## src/rtl/tf_rom_wr_ctrl_pkg.sv

```systemverilog
// Shared definitions for the twiddle-ROM write controller: lane and word
// widths, address and ROM-count defaults, write-code bit positions and the
// pass-framing state encoding.
package tf_rom_wr_ctrl_pkg;

   localparam int P_WIDTH  = 64;
   localparam int SD_WIDTH = 2 * P_WIDTH;
   localparam int ADDR_W   = 4;
   localparam int NROM     = 8;
   localparam int SEL_W    = $clog2(NROM);

   localparam int W_LO = 0;
   localparam int W_HI = 1;

   typedef enum logic [1:0] {
      IDLE    = 2'd0,
      COLLECT = 2'd1,
      DRAIN   = 2'd2,
      DONE    = 2'd3
   } state_t;

endpackage

```

## src/rtl/tf_rom_wr_ctrl_if.sv

```systemverilog
// Bundle between the horizontal twiddle stage (master) and the ROM write
// controller (slave): pass framing, the three data lanes, per-ROM write
// codes and the shared twiddle-RAM write port with status flags.
interface tf_rom_wr_ctrl_if;
   import tf_rom_wr_ctrl_pkg::*;

   logic                start;
   logic                last_in;
   logic [P_WIDTH-1:0]  rom0_data;
   logic [P_WIDTH-1:0]  lo_data;
   logic [P_WIDTH-1:0]  hi_data;
   logic                rom0_w;
   logic [1:0]          rom1_w;
   logic [1:0]          rom2_w;
   logic [1:0]          rom3_w;
   logic [1:0]          rom4_w;
   logic [1:0]          rom5_w;
   logic [1:0]          rom6_w;
   logic [1:0]          rom7_w;

   logic                wr_en;
   logic [SEL_W-1:0]    wr_sel;
   logic [ADDR_W-1:0]   wr_addr;
   logic [SD_WIDTH-1:0] wr_data;
   logic                busy;
   logic                done;
   logic                ovf_err;

   modport master (
      output start, last_in, rom0_data, lo_data, hi_data, rom0_w,
             rom1_w, rom2_w, rom3_w, rom4_w, rom5_w, rom6_w, rom7_w,
      input  wr_en, wr_sel, wr_addr, wr_data, busy, done, ovf_err
   );

   modport slave (
      input  start, last_in, rom0_data, lo_data, hi_data, rom0_w,
             rom1_w, rom2_w, rom3_w, rom4_w, rom5_w, rom6_w, rom7_w,
      output wr_en, wr_sel, wr_addr, wr_data, busy, done, ovf_err
   );

endinterface

```

## src/rtl/tf_half_stager.sv

```systemverilog
// Staging for one 128-bit ROM: collects the low and high 64-bit halves in
// any order, raises pending once both are present, and flags halves that
// arrive while the slot is still occupied. A grant in the same cycle frees
// the slot so a new half can land in freshly cleared staging.
module tf_half_stager
   import tf_rom_wr_ctrl_pkg::*;
(
   input  logic                clk,
   input  logic                rst_n,
   input  logic                clear,
   input  logic                cap_en,
   input  logic [1:0]          w_code,
   input  logic [P_WIDTH-1:0]  lo_data,
   input  logic [P_WIDTH-1:0]  hi_data,
   input  logic                grant,
   output logic                pending,
   output logic [SD_WIDTH-1:0] staging,
   output logic                drop
);

   logic lo_valid, hi_valid;
   logic lo_in, hi_in;
   logic lo_drop, hi_drop;
   logic lo_acc, hi_acc;
   logic lo_valid_nxt, hi_valid_nxt;

   // Decide which arriving halves are accepted and which overflow
   always_comb begin
      lo_in        = cap_en & w_code[W_LO];
      hi_in        = cap_en & w_code[W_HI];
      lo_drop      = lo_in & ~grant & (pending | lo_valid);
      hi_drop      = hi_in & ~grant & (pending | hi_valid);
      lo_acc       = lo_in & ~lo_drop;
      hi_acc       = hi_in & ~hi_drop;
      drop         = lo_drop | hi_drop;
      lo_valid_nxt = (lo_valid & ~grant) | lo_acc;
      hi_valid_nxt = (hi_valid & ~grant) | hi_acc;
   end

   // Staging word, half-valid flags and pending bit
   always_ff @(posedge clk or posedge rst_n) begin
      if (rst_n) begin
         staging  <= '0;
         lo_valid <= 1'b0;
         hi_valid <= 1'b0;
         pending  <= 1'b0;
      end else if (clear) begin
         staging  <= '0;
         lo_valid <= 1'b0;
         hi_valid <= 1'b0;
         pending  <= 1'b0;
      end else begin
         if (grant) begin
            staging <= '0;
         end
         if (lo_acc) begin
            staging[P_WIDTH-1:0] <= lo_data;
         end
         if (hi_acc) begin
            staging[SD_WIDTH-1:P_WIDTH] <= hi_data;
         end
         lo_valid <= lo_valid_nxt;
         hi_valid <= hi_valid_nxt;
         pending  <= lo_valid_nxt & hi_valid_nxt;
      end
   end

endmodule

```

## src/rtl/tf_rom_wr_ctrl.sv

```systemverilog
// Twiddle-ROM write controller: frames an update pass, stages ROM0 words and
// assembles ROM1..7 words from 64-bit halves, then arbitrates completed words
// onto the single shared twiddle-RAM write port with per-ROM addresses.
module tf_rom_wr_ctrl
   import tf_rom_wr_ctrl_pkg::*;
(
   input  logic            clk,
   input  logic            rst_n,
   tf_rom_wr_ctrl_if.slave bus
);

   state_t              state;
   logic                clear;
   logic                cap_en;
   logic [1:0]          w_code     [1:NROM-1];
   logic [NROM-1:0]     pend;
   logic [NROM-1:0]     drop_vec;
   logic [NROM-1:0]     grant;
   logic [SD_WIDTH-1:0] stage_word [NROM];
   logic [P_WIDTH-1:0]  rom0_stage;
   logic                rom0_pend;
   logic                rom0_in;
   logic                rom0_drop;
   logic [ADDR_W-1:0]   addr       [NROM];
   logic [SEL_W-1:0]    grant_idx;
   logic                grant_any;

   assign clear  = (state == IDLE) && bus.start;
   assign cap_en = (state == COLLECT);

   assign w_code[1] = bus.rom1_w;
   assign w_code[2] = bus.rom2_w;
   assign w_code[3] = bus.rom3_w;
   assign w_code[4] = bus.rom4_w;
   assign w_code[5] = bus.rom5_w;
   assign w_code[6] = bus.rom6_w;
   assign w_code[7] = bus.rom7_w;

   assign rom0_in       = cap_en & bus.rom0_w;
   assign rom0_drop     = rom0_in & rom0_pend & ~grant[0];
   assign pend[0]       = rom0_pend;
   assign drop_vec[0]   = rom0_drop;
   assign stage_word[0] = {{(SD_WIDTH-P_WIDTH){1'b0}}, rom0_stage};

   for (genvar k = 1; k < NROM; k++) begin : g_stager
      tf_half_stager u_stager (
         .clk     (clk),
         .rst_n   (rst_n),
         .clear   (clear),
         .cap_en  (cap_en),
         .w_code  (w_code[k]),
         .lo_data (bus.lo_data),
         .hi_data (bus.hi_data),
         .grant   (grant[k]),
         .pending (pend[k]),
         .staging (stage_word[k]),
         .drop    (drop_vec[k])
      );
   end

   // Fixed-priority arbiter: the lowest-numbered pending ROM wins
   always_comb begin
      grant_idx = '0;
      grant     = '0;
      grant_any = |pend;
      for (int i = NROM - 1; i >= 0; i--) begin
         if (pend[i]) begin
            grant_idx = SEL_W'(i);
         end
      end
      for (int i = 0; i < NROM; i++) begin
         grant[i] = grant_any && (grant_idx == SEL_W'(i));
      end
   end

   // ROM0 words need no assembly; a single request stages the whole word
   always_ff @(posedge clk or posedge rst_n) begin
      if (rst_n) begin
         rom0_stage <= '0;
         rom0_pend  <= 1'b0;
      end else if (clear) begin
         rom0_stage <= '0;
         rom0_pend  <= 1'b0;
      end else begin
         if (grant[0]) begin
            rom0_stage <= '0;
            rom0_pend  <= 1'b0;
         end
         if (rom0_in && !rom0_drop) begin
            rom0_stage <= bus.rom0_data;
            rom0_pend  <= 1'b1;
         end
      end
   end

   // Per-ROM address counters advance on each granted write and wrap naturally
   always_ff @(posedge clk or posedge rst_n) begin
      if (rst_n) begin
         for (int i = 0; i < NROM; i++) begin
            addr[i] <= '0;
         end
      end else if (clear) begin
         for (int i = 0; i < NROM; i++) begin
            addr[i] <= '0;
         end
      end else if (grant_any) begin
         addr[grant_idx] <= addr[grant_idx] + 1'b1;
      end
   end

   // Register the granted word onto the shared write port; hold it when idle
   always_ff @(posedge clk or posedge rst_n) begin
      if (rst_n) begin
         bus.wr_en   <= 1'b0;
         bus.wr_sel  <= '0;
         bus.wr_addr <= '0;
         bus.wr_data <= '0;
      end else begin
         bus.wr_en <= grant_any;
         if (grant_any) begin
            bus.wr_sel  <= grant_idx;
            bus.wr_addr <= addr[grant_idx];
            bus.wr_data <= stage_word[grant_idx];
         end
      end
   end

   // Sticky overflow flag, cleared only when a new pass begins
   always_ff @(posedge clk or posedge rst_n) begin
      if (rst_n) begin
         bus.ovf_err <= 1'b0;
      end else if (clear) begin
         bus.ovf_err <= 1'b0;
      end else if (|drop_vec) begin
         bus.ovf_err <= 1'b1;
      end
   end

   // Pass framing FSM with registered busy and done outputs
   always_ff @(posedge clk or posedge rst_n) begin
      if (rst_n) begin
         state    <= IDLE;
         bus.busy <= 1'b0;
         bus.done <= 1'b0;
      end else begin
         case (state)
            IDLE: begin
               bus.done <= 1'b0;
               if (bus.start) begin
                  state    <= COLLECT;
                  bus.busy <= 1'b1;
               end
            end
            COLLECT: begin
               if (bus.last_in) begin
                  state <= DRAIN;
               end
            end
            DRAIN: begin
               if ((pend == '0) && !bus.wr_en) begin
                  state    <= DONE;
                  bus.busy <= 1'b0;
                  bus.done <= 1'b1;
               end
            end
            DONE: begin
               state    <= IDLE;
               bus.done <= 1'b0;
            end
            default: begin
               state    <= IDLE;
               bus.busy <= 1'b0;
               bus.done <= 1'b0;
            end
         endcase
      end
   end

endmodule

```

## src/flat_wrapper.sv

```systemverilog
// flat-port wrapper written by rule: the top's interface ports become plain ports
module tf_rom_wr_ctrl_flat import tf_rom_wr_ctrl_pkg::*;
  (clk, rst_n, bus_start, bus_last_in, bus_rom0_data, bus_lo_data, bus_hi_data, bus_rom0_w, bus_rom1_w, bus_rom2_w, bus_rom3_w, bus_rom4_w, bus_rom5_w, bus_rom6_w, bus_rom7_w, bus_wr_en, bus_wr_sel, bus_wr_addr, bus_wr_data, bus_busy, bus_done, bus_ovf_err);
  tf_rom_wr_ctrl_if bus_i ();
  input  logic clk;
  input  logic rst_n;
  input wire logic [$bits(bus_i.start)-1:0] bus_start;
  input wire logic [$bits(bus_i.last_in)-1:0] bus_last_in;
  input wire logic [$bits(bus_i.rom0_data)-1:0] bus_rom0_data;
  input wire logic [$bits(bus_i.lo_data)-1:0] bus_lo_data;
  input wire logic [$bits(bus_i.hi_data)-1:0] bus_hi_data;
  input wire logic [$bits(bus_i.rom0_w)-1:0] bus_rom0_w;
  input wire logic [$bits(bus_i.rom1_w)-1:0] bus_rom1_w;
  input wire logic [$bits(bus_i.rom2_w)-1:0] bus_rom2_w;
  input wire logic [$bits(bus_i.rom3_w)-1:0] bus_rom3_w;
  input wire logic [$bits(bus_i.rom4_w)-1:0] bus_rom4_w;
  input wire logic [$bits(bus_i.rom5_w)-1:0] bus_rom5_w;
  input wire logic [$bits(bus_i.rom6_w)-1:0] bus_rom6_w;
  input wire logic [$bits(bus_i.rom7_w)-1:0] bus_rom7_w;
  output wire logic [$bits(bus_i.wr_en)-1:0] bus_wr_en;
  output wire logic [$bits(bus_i.wr_sel)-1:0] bus_wr_sel;
  output wire logic [$bits(bus_i.wr_addr)-1:0] bus_wr_addr;
  output wire logic [$bits(bus_i.wr_data)-1:0] bus_wr_data;
  output wire logic [$bits(bus_i.busy)-1:0] bus_busy;
  output wire logic [$bits(bus_i.done)-1:0] bus_done;
  output wire logic [$bits(bus_i.ovf_err)-1:0] bus_ovf_err;
  assign bus_i.start = bus_start;
  assign bus_i.last_in = bus_last_in;
  assign bus_i.rom0_data = bus_rom0_data;
  assign bus_i.lo_data = bus_lo_data;
  assign bus_i.hi_data = bus_hi_data;
  assign bus_i.rom0_w = bus_rom0_w;
  assign bus_i.rom1_w = bus_rom1_w;
  assign bus_i.rom2_w = bus_rom2_w;
  assign bus_i.rom3_w = bus_rom3_w;
  assign bus_i.rom4_w = bus_rom4_w;
  assign bus_i.rom5_w = bus_rom5_w;
  assign bus_i.rom6_w = bus_rom6_w;
  assign bus_i.rom7_w = bus_rom7_w;
  assign bus_wr_en = bus_i.wr_en;
  assign bus_wr_sel = bus_i.wr_sel;
  assign bus_wr_addr = bus_i.wr_addr;
  assign bus_wr_data = bus_i.wr_data;
  assign bus_busy = bus_i.busy;
  assign bus_done = bus_i.done;
  assign bus_ovf_err = bus_i.ovf_err;
  tf_rom_wr_ctrl u_core (.clk(clk), .rst_n(rst_n), .bus(bus_i));
endmodule
```

## config.mk

```make
export PLATFORM = sky130hd
export DESIGN_NAME = tf_rom_wr_ctrl_flat
export DESIGN_NICKNAME = d
export VERILOG_FILES = /design/src/rtl/tf_rom_wr_ctrl_pkg.sv /design/src/rtl/tf_rom_wr_ctrl_if.sv /design/src/rtl/tf_half_stager.sv /design/src/rtl/tf_rom_wr_ctrl.sv /design/src/flat_wrapper.sv
export SDC_FILE = /design/constraint.sdc
export NUM_CORES = 2
export LEC_CHECK = 0
export ABC_CLOCK_PERIOD_IN_PS = 9610
export CORE_ASPECT_RATIO = 1.2
export CORE_MARGIN = 1.5
export CORE_UTILIZATION = 40
export CTS_CLUSTER_DIAMETER = 100
export DETAILED_ROUTE_END_ITERATION = 10
export GPL_TIMING_DRIVEN = 0
export PLACE_DENSITY_LB_ADDON = 0.15
export SLEW_MARGIN = 20
export SYNTH_ARGS = -nofsm -noshare
export SYNTH_HDL_FRONTEND = slang
export SYNTH_HIERARCHICAL = 1
export SYNTH_SLANG_ARGS = --single-unit
```

## constraint.sdc

```tcl
create_clock -name clk -period 9.61 [get_ports clk]
set_input_delay 1.922 -clock clk [delete_from_list [all_inputs] [get_ports clk]]
set_output_delay 1.922 -clock clk [all_outputs]
set_load 0.01 [all_outputs]
```

# Word-level counts from Yosys, hierarchy flattened
# Index checks and enable logic that the tools add are counted.
dict set report classes {
  n_addsub 1
  magnitude_cmp 2
  n_eq_ne 13
  muxes 85
  bitwise_logic 138
  n_reduce_logical 42
}
# cell count
set ops {}
lappend ops {{$mux 128} 16}
lappend ops {{$mux 64} 17}
lappend ops {{$bmux 128 s3} 1}
lappend ops {{$and 1x1->1} 80}
lappend ops {{$mux 32} 2}
lappend ops {{$reduce_bool 3->1} 15}
lappend ops {{$or 1x1->1} 35}
lappend ops {{$bwmux 32} 1}
lappend ops {{$mux 1} 29}
lappend ops {{$mux 3} 8}
lappend ops {{$not 1->1} 22}
lappend ops {{$reduce_or 8->1} 2}
lappend ops {{$bmux 4 s3} 1}
lappend ops {{$demux 4 s3} 1}
lappend ops {{$eq 3x3->1 const B} 4}
lappend ops {{$logic_and 1x1->1} 12}
lappend ops {{$mux 4} 3}
lappend ops {{$logic_not 8->1} 1}
lappend ops {{$pmux 2 s4} 1}
lappend ops {{$reduce_bool 2->1} 4}
lappend ops {{$eq 3x2->1 const B} 2}
lappend ops {{$mux 2} 3}
lappend ops {{$reduce_and 3->1} 2}
lappend ops {{$add 4x1->4 const B} 1}
lappend ops {{14 further kinds} 18}
dict set report totals {
  ff_bits 1155
  inputBits 211
  word_cells 334
}

# Longest topological paths before layout
dict set report logic_depth {
  ltp_word 18
  ltp_mapped 12
  ltp_nobuf 10
}

# By module
# The synthesis kept the hierarchy.
# mod n_inst cells_each area_per_inst_um2 seq_area_each_um2
set modules_own_cells {}
lappend modules_own_cells {tf_half_stager 7 304 4906.0 3278.1}
lappend modules_own_cells {tf_rom_wr_ctrl 1 2432 16515.8 5955.7}

# Worst setup path after synthesis
# No wires, ideal clock.
dict set report synth_path {
  kind {in2reg}
  start {in bus_start}
  end {reg u_core.g_stager[1].u_stager.staging[19]}
  setup_ns 0.121
  t_arrival_ns 4.615
  required_ns 9.489
  slack_ns 4.874
  path_stages 8
  n_path_buf 3
  path_cell_list {nand2_1 inv_1 clkbuf_1 inv_1 o2111a_1 buf_2 buf_2 a22o_2}
}
dict set report synth_between {
  elab_chain_len 2
  word_cells_on_any_way 3
}
# item line_no
set synth_lines {}
lappend synth_lines {{start: declaration} flat_wrapper.sv:7} ;# input wire logic [$bits(bus_i.start)-1:0] bus_start;
lappend synth_lines {{$logic_and 1x1->1 *} tf_rom_wr_ctrl.sv:28} ;# assign clear = (state == IDLE) && bus.start;
lappend synth_lines {{via u_core.clear} tf_rom_wr_ctrl.sv:13} ;# logic clear;
lappend synth_lines {{$reduce_bool 3->1 (no source line) or $mux 128 (tied branches)} -}
lappend synth_lines {{end signal: indexed assignment} tf_half_stager.sv:57} ;# staging[P_WIDTH-1:0] <= lo_data;
lappend synth_lines {{end signal: indexed assignment} tf_half_stager.sv:60} ;# staging[SD_WIDTH-1:P_WIDTH] <= hi_data;
lappend synth_lines {{end: declaration} tf_half_stager.sv:17} ;# output logic [SD_WIDTH-1:0] staging,
# The timed path passes the listed nets; every way through them passes the cells marked *.
# A chain may end at the register's enable or synchronous reset.

# Final worst setup path
dict set report layout_path {
  start {reg u_core.g_stager[2].u_stager.pending}
  end {reg u_core.g_stager[3].u_stager.staging[35]}
}
dict set report layout_between {
  elab_chain_len 12
  word_cells_on_any_way 14
}
# item line_no
set layout_lines {}
lappend layout_lines {{start: declaration} tf_half_stager.sv:16} ;# output logic pending,
lappend layout_lines {{start signal: assignment} tf_half_stager.sv:64} ;# pending <= lo_valid_nxt & hi_valid_nxt;
lappend layout_lines {{$mux 3 (3 in series)} tf_rom_wr_ctrl.sv:67} ;# if (pend[i]) begin
lappend layout_lines {{$eq 3x2->1} tf_rom_wr_ctrl.sv:72} ;# grant[i] = grant_any && (grant_idx == SEL_W'(i));
lappend layout_lines {{$logic_and 1x1->1 *} tf_rom_wr_ctrl.sv:72}
lappend layout_lines {{via u_core.grant[3]} tf_rom_wr_ctrl.sv:18} ;# logic [NROM-1:0] grant;
lappend layout_lines {{$not 1->1} tf_half_stager.sv:31} ;# lo_drop = lo_in & ~grant & (pending | lo_valid);
lappend layout_lines {{$and 1x1->1 (2 in series)} tf_half_stager.sv:31}
lappend layout_lines {{$not 1->1} tf_half_stager.sv:33} ;# lo_acc = lo_in & ~lo_drop;
lappend layout_lines {{$and 1x1->1} tf_half_stager.sv:33}
lappend layout_lines {{$mux 64} tf_half_stager.sv:56} ;# if (lo_acc) begin
lappend layout_lines {{$mux 128} tf_half_stager.sv:47} ;# end else if (clear) begin
lappend layout_lines {{end signal: indexed assignment} tf_half_stager.sv:57}
lappend layout_lines {{end signal: indexed assignment} tf_half_stager.sv:60}
lappend layout_lines {{end: declaration} tf_half_stager.sv:17}
# Marked as above.

==> metrics.sh <==
OUTCOME='finished clean'
CRIT_TYPE='flip-flop to flip-flop'
DRTITER0DRC=4518
CRITICAL-PATH-MAX-STAGE-DELAY_PS=910
ACHIEVABLE-FREQUENCY_GHz=0.193
DETAIL_ROUTE.FIRST_PASS.ITERATIONS=5
MULTIINPUTGATEAREA_MM2=0.0196
POST-CTS-SETUP-BUFFERS=0
ARRIVAL_PS=5880
SYNTH_SEQ_AREA_SHARE_PCT=56.8
QUANTITY_OF_HOLD_FIXING_BUFFERS_ADDED_AFTER_CTS=0
CORE_OCCUPANCY_IN_THE_FINISHED_LAYOUT_PCT=48.7
HOLD_VIOL=0
ANTENNA_FOUND_INITIAL=29
HTREE_LEVELS=3
PERIOD_MINUS_SLACK_PS=5190
SYN_AVG_CELL_AREA_UM2=11.2
PERIOD_SHARE_PCT=54.0
WORST_PATH_BUFFER_PLUS_INVERTER_COUNT=6
ROUTED-VIA-COUNT=41200
TIMING.CRITICAL_PATH.REQUIRED_PS=10300
SYNTHESIS.AREA_MM2=0.0509
PLACE.PORT_BUFFERS=349
GR-USAGE-MET1_PCT=41.0
CTS.SINK_COUNT=1155
SYNTH_XOR_AREA_SHARE_PCT=0.121
GRT_PASS1_WL_UM=286000
DIEAREA_MM2=0.129
ROOT_BUFFER='sky130_fd_sc_hd__clkbuf_16'
POST-ROUTE-WORST-SETUP-SLACK_PS=4420
PATH_MAX_FANOUT=15
USE_MET2_PCT=45.5
VIAS_PER_CELL=6.02
MAX_CAP_VIOL_COUNT=0
GROUTE.LAYER.MET3.USAGE_PCT=6.03
VIAS_IN_THE_FIRST_GLOBAL_ROUTE=41500
TIGHTESTPINTRANSITION_PS=1230
YS_ASYNC_SR_FRACTION_PCT=100
SETUP.WORST_PATH.START_CLASS='flip-flop'
GRT_SETUP_UNREPAIRED='false'
GLOBALROUTE.TOTALOVERFLOW=0
BOUNDARYPINS=350
DRIVE_ABOVE_1_SHARE_PCT=25.4
ROUTED_WL_UM=194000
INITIAL_UTILIZATION_PCT=40.3
CRITICAL_PATH.SLOWEST_CELL='sky130_fd_sc_hd__nor2_1'
AVGROUTEDWIREPERCELL_UM=28.4
LAYOUT.AREA.SEQ_MM2=0.0289
CORE.ROWCOUNT=143
CHIPWIDTH_UM=329
MUXSHAREOFSYNTHAREA_PCT=0.413
CRIT_CHAIN='nor2_1 > o31a_1 > nand2b_1 > buf_2 > clkbuf_1 > buf_2 > nor2_1 > clkbuf_2 > o2111a_1 > buf_2 > buf_2 > a22o_2'
GLOBALROUTETOTALUTIL_PCT=29.8
SYNTHADDERAREAFRAC_PCT=0.123
DIE_HEIGHT_UM=394
DP_SLACK_PS=4200
CRIT_PATH_END_KIND='flip-flop'
NUMCTSBUFFERS=119
TIMING.FINAL.MAX_SLEW_VIOLATIONS=0
GP_ROUTABILITY_CONGESTION=0.902
PIN_COUNT_OF_THE_BIGGEST_NET_ENTERING_GLOBAL_ROUTING=83
DETAIL_ROUTE.DRC_VIOLATIONS=0
CP_TOP_FAMILY='buffers and inverters'
TIMING.HOLD.WORST.CLASS='flip-flop to flip-flop'
CTS_REPAIR_RESIZE_COUNT=0
WHS_PS=491
CTS_TREE='done'
MAPPEDNETLISTNETS=4776
PATH_COMMON_CELL='sky130_fd_sc_hd__buf_2'
ANT_NETS=0
SYNTH_TOP_FAMILY_BY_AREA='compound AO/OA/AOI/OAI gates'
DESIGN.CORE.AREA_MM2=0.126
CTS_MAX_PATH_BUFFERS=3
YOSYS_MOST_USED_DFF='sky130_fd_sc_hd__dfrtp_1'
SYNTH_COMPOUND_GATE_AREA_SHARE_PCT=24.2
SYNTH.DISTINCT_CELLS=57
YS_WARN_COUNT=6
GLOBAL_ROUTE.PEAK_USAGE_LAYER='met2'
DP_HPWL_UM=134000
SLEW_HEADROOM_PCT=17.8
POSTSYNTHREGISTERBITS=1155
POST_SYNTHESIS_TO_FINAL_LAYOUT_AREA_GROWTH_PCT=21.0
SETUP_VIOLATIONS=0
CLKSLEWWORSTSETUPHOLDPATHS_PS=70
NFILLCELLS=11600
FINALCLOCKSKEW_PS=46.5
CLK_LATENCY_PS=780
TNS_PS=0
LAYOUT.NETS=5275
POST_SYNTH_INST_COUNT=4560
SYNTH_ENABLE_FLOP_CELLS=0
SYNTH_SIMPLE_GATE_AREA_SHARE_PCT=13.6
[worst paths after layout]
check / start / endpoint / slack [ps] / cells past startpoint
min in group asynchronous: rst_n / u_core/g_stager[3].u_stager/staging[44] / 1480 / 2
worst min register to register: u_core/g_stager[3].u_stager/staging[120] / u_core/bus.wr_data[120] / 490 / 2
max in group asynchronous: rst_n / u_core/bus.wr_data[28] / 6610 / 5
worst max register to register: u_core/g_stager[2].u_stager/pending / u_core/g_stager[3].u_stager/staging[35] / 4420 / 12
worst min-delay path: u_core/g_stager[3].u_stager/staging[120] / u_core/bus.wr_data[120] / 490 / 2
worst max-delay path: u_core/g_stager[2].u_stager/pending / u_core/g_stager[3].u_stager/staging[35] / 4420 / 12
[sequential cells by signal (all words and copies together), names as in the netlist, 2 cells and up]
register	flops
u_core/g_stager.u_stager/pending	7
u_core/g_stager.u_stager/lo_valid	7
u_core/g_stager.u_stager/staging	896
u_core/bus.wr_data	128
u_core/bus.wr_sel	3
u_core/rom0_stage	64
u_core/g_stager.u_stager/hi_valid	7
u_core/addr	32
u_core/state	2
u_core/bus.wr_addr	4
[cells in the mapped netlist (4+ instances only)]
| master | instances | area (um^2) |
|---|---|---|
| sky130_fd_sc_hd__a22o_1 | 204 | 1790 |
| sky130_fd_sc_hd__buf_6 | 84 | 946 |
| sky130_fd_sc_hd__nor2_2 | 14 | 87.6 |
| sky130_fd_sc_hd__buf_2 | 112 | 561 |
| sky130_fd_sc_hd__a221oi_1 | 31 | 272 |
| sky130_fd_sc_hd__mux2_2 | 4 | 45.0 |
| sky130_fd_sc_hd__nand3_1 | 534 | 2670 |
| sky130_fd_sc_hd__a21oi_1 | 98 | 490 |
| sky130_fd_sc_hd__a311oi_4 | 14 | 368 |
| sky130_fd_sc_hd__o22ai_1 | 8 | 50.1 |
| sky130_fd_sc_hd__inv_1 | 32 | 120 |
| sky130_fd_sc_hd__nor2_1 | 44 | 165 |
| sky130_fd_sc_hd__or2b_1 | 7 | 52.6 |
| sky130_fd_sc_hd__ha_1 | 5 | 62.6 |
| sky130_fd_sc_hd__o21ba_2 | 7 | 70.1 |
| sky130_fd_sc_hd__o21ai_1 | 6 | 30.0 |
| sky130_fd_sc_hd__dfrtp_1 | 1155 | 28900 |
| sky130_fd_sc_hd__nand2_1 | 951 | 3570 |
| sky130_fd_sc_hd__buf_1 | 20 | 75.1 |
| sky130_fd_sc_hd__mux2i_1 | 12 | 120 |
| sky130_fd_sc_hd__a22o_2 | 784 | 7850 |
| sky130_fd_sc_hd__or2_2 | 10 | 62.6 |
| sky130_fd_sc_hd__a31oi_1 | 93 | 582 |
| sky130_fd_sc_hd__clkbuf_1 | 189 | 709 |
| sky130_fd_sc_hd__and3_1 | 19 | 119 |
| sky130_fd_sc_hd__o21ai_0 | 19 | 95.1 |
| sky130_fd_sc_hd__a22oi_1 | 7 | 52.6 |
| sky130_fd_sc_hd__a32oi_1 | 8 | 70.1 |
| sky130_fd_sc_hd__o2111a_1 | 14 | 158 |
| sky130_fd_sc_hd__a222oi_1 | 29 | 290 |
[worst register-to-register path: cells and delay by family, from the launching register on]
family,cells,cell delay [ps]
buffers and inverters,6,2470
and+or+nand+nor,3,1220
AOI/OAI and AO/OA,3,820
DFF,1,600
[cell type report]
type / count / area share (%)
Buffer: 405 / 3.77
Clock buffer: 165 / 5.68
Clock inverter: 58 / 1.38
Inverter: 35 / 0.311
Antenna cell: 13 / 0.0529
Sequential cell: 1155 / 47.0
Timing Repair Buffer: 378 / 6.63
Multi-Input combinational cell: 2965 / 31.8
Tap cell: 1667 / 3.39
[per-stage QoR]
stage               cell area, um^2  instances
floorplan                     50900       4560
detailed placement            57100       6604
global placement              56400       6576
global route                  61500       6831
CTS                           61500       6827
finish                        61500       6841
[cells by family after synthesis]
group / count (synthesis)
AO/OA/AOI/OAI: 1336
XOR/XNOR: 4
adder cells (fa/ha/maj): 5
buffers and inverters: 440
flip-flops: 1155
multiplexers: 18
AND/OR/NAND/NOR: 1602
[layer usage]
metal / routed length, um / part of all wire (%)
met2: 88700 / 46
met3: 15200 / 7.8
met1: 81400 / 42
met5: 108 / 0.056
met4: 8910 / 4.6
[layout by cell type (no fill, tap or decap), types with 14 or more instances in the layout]
cell type,instances
sky130_fd_sc_hd__clkdlybuf4s50_1,348
sky130_fd_sc_hd__clkbuf_8,28
sky130_fd_sc_hd__buf_2,114
sky130_fd_sc_hd__buf_1,19
sky130_fd_sc_hd__nand2_1,951
sky130_fd_sc_hd__clkinv_2,22
sky130_fd_sc_hd__inv_1,24
sky130_fd_sc_hd__bufinv_16,18
sky130_fd_sc_hd__clkbuf_16,122
sky130_fd_sc_hd__o2111a_1,14
sky130_fd_sc_hd__a21oi_1,98
sky130_fd_sc_hd__a22o_2,784
sky130_fd_sc_hd__nor2_1,43
sky130_fd_sc_hd__nor2_2,15
sky130_fd_sc_hd__a311oi_4,14
sky130_fd_sc_hd__a221oi_1,31
sky130_fd_sc_hd__a222oi_1,29
sky130_fd_sc_hd__and3_1,19
sky130_fd_sc_hd__dfrtp_1,1155
sky130_fd_sc_hd__buf_6,92
sky130_fd_sc_hd__clkbuf_2,17
sky130_fd_sc_hd__nand3_1,534
sky130_fd_sc_hd__a31oi_1,93
sky130_fd_sc_hd__clkbuf_1,186
sky130_fd_sc_hd__buf_16,16
sky130_fd_sc_hd__o21ai_0,18
sky130_fd_sc_hd__a22o_1,204
Power is left out: the tool's default activity adds up to more than one toggle a clock period on the data nets, which glitch-free logic cannot reach.
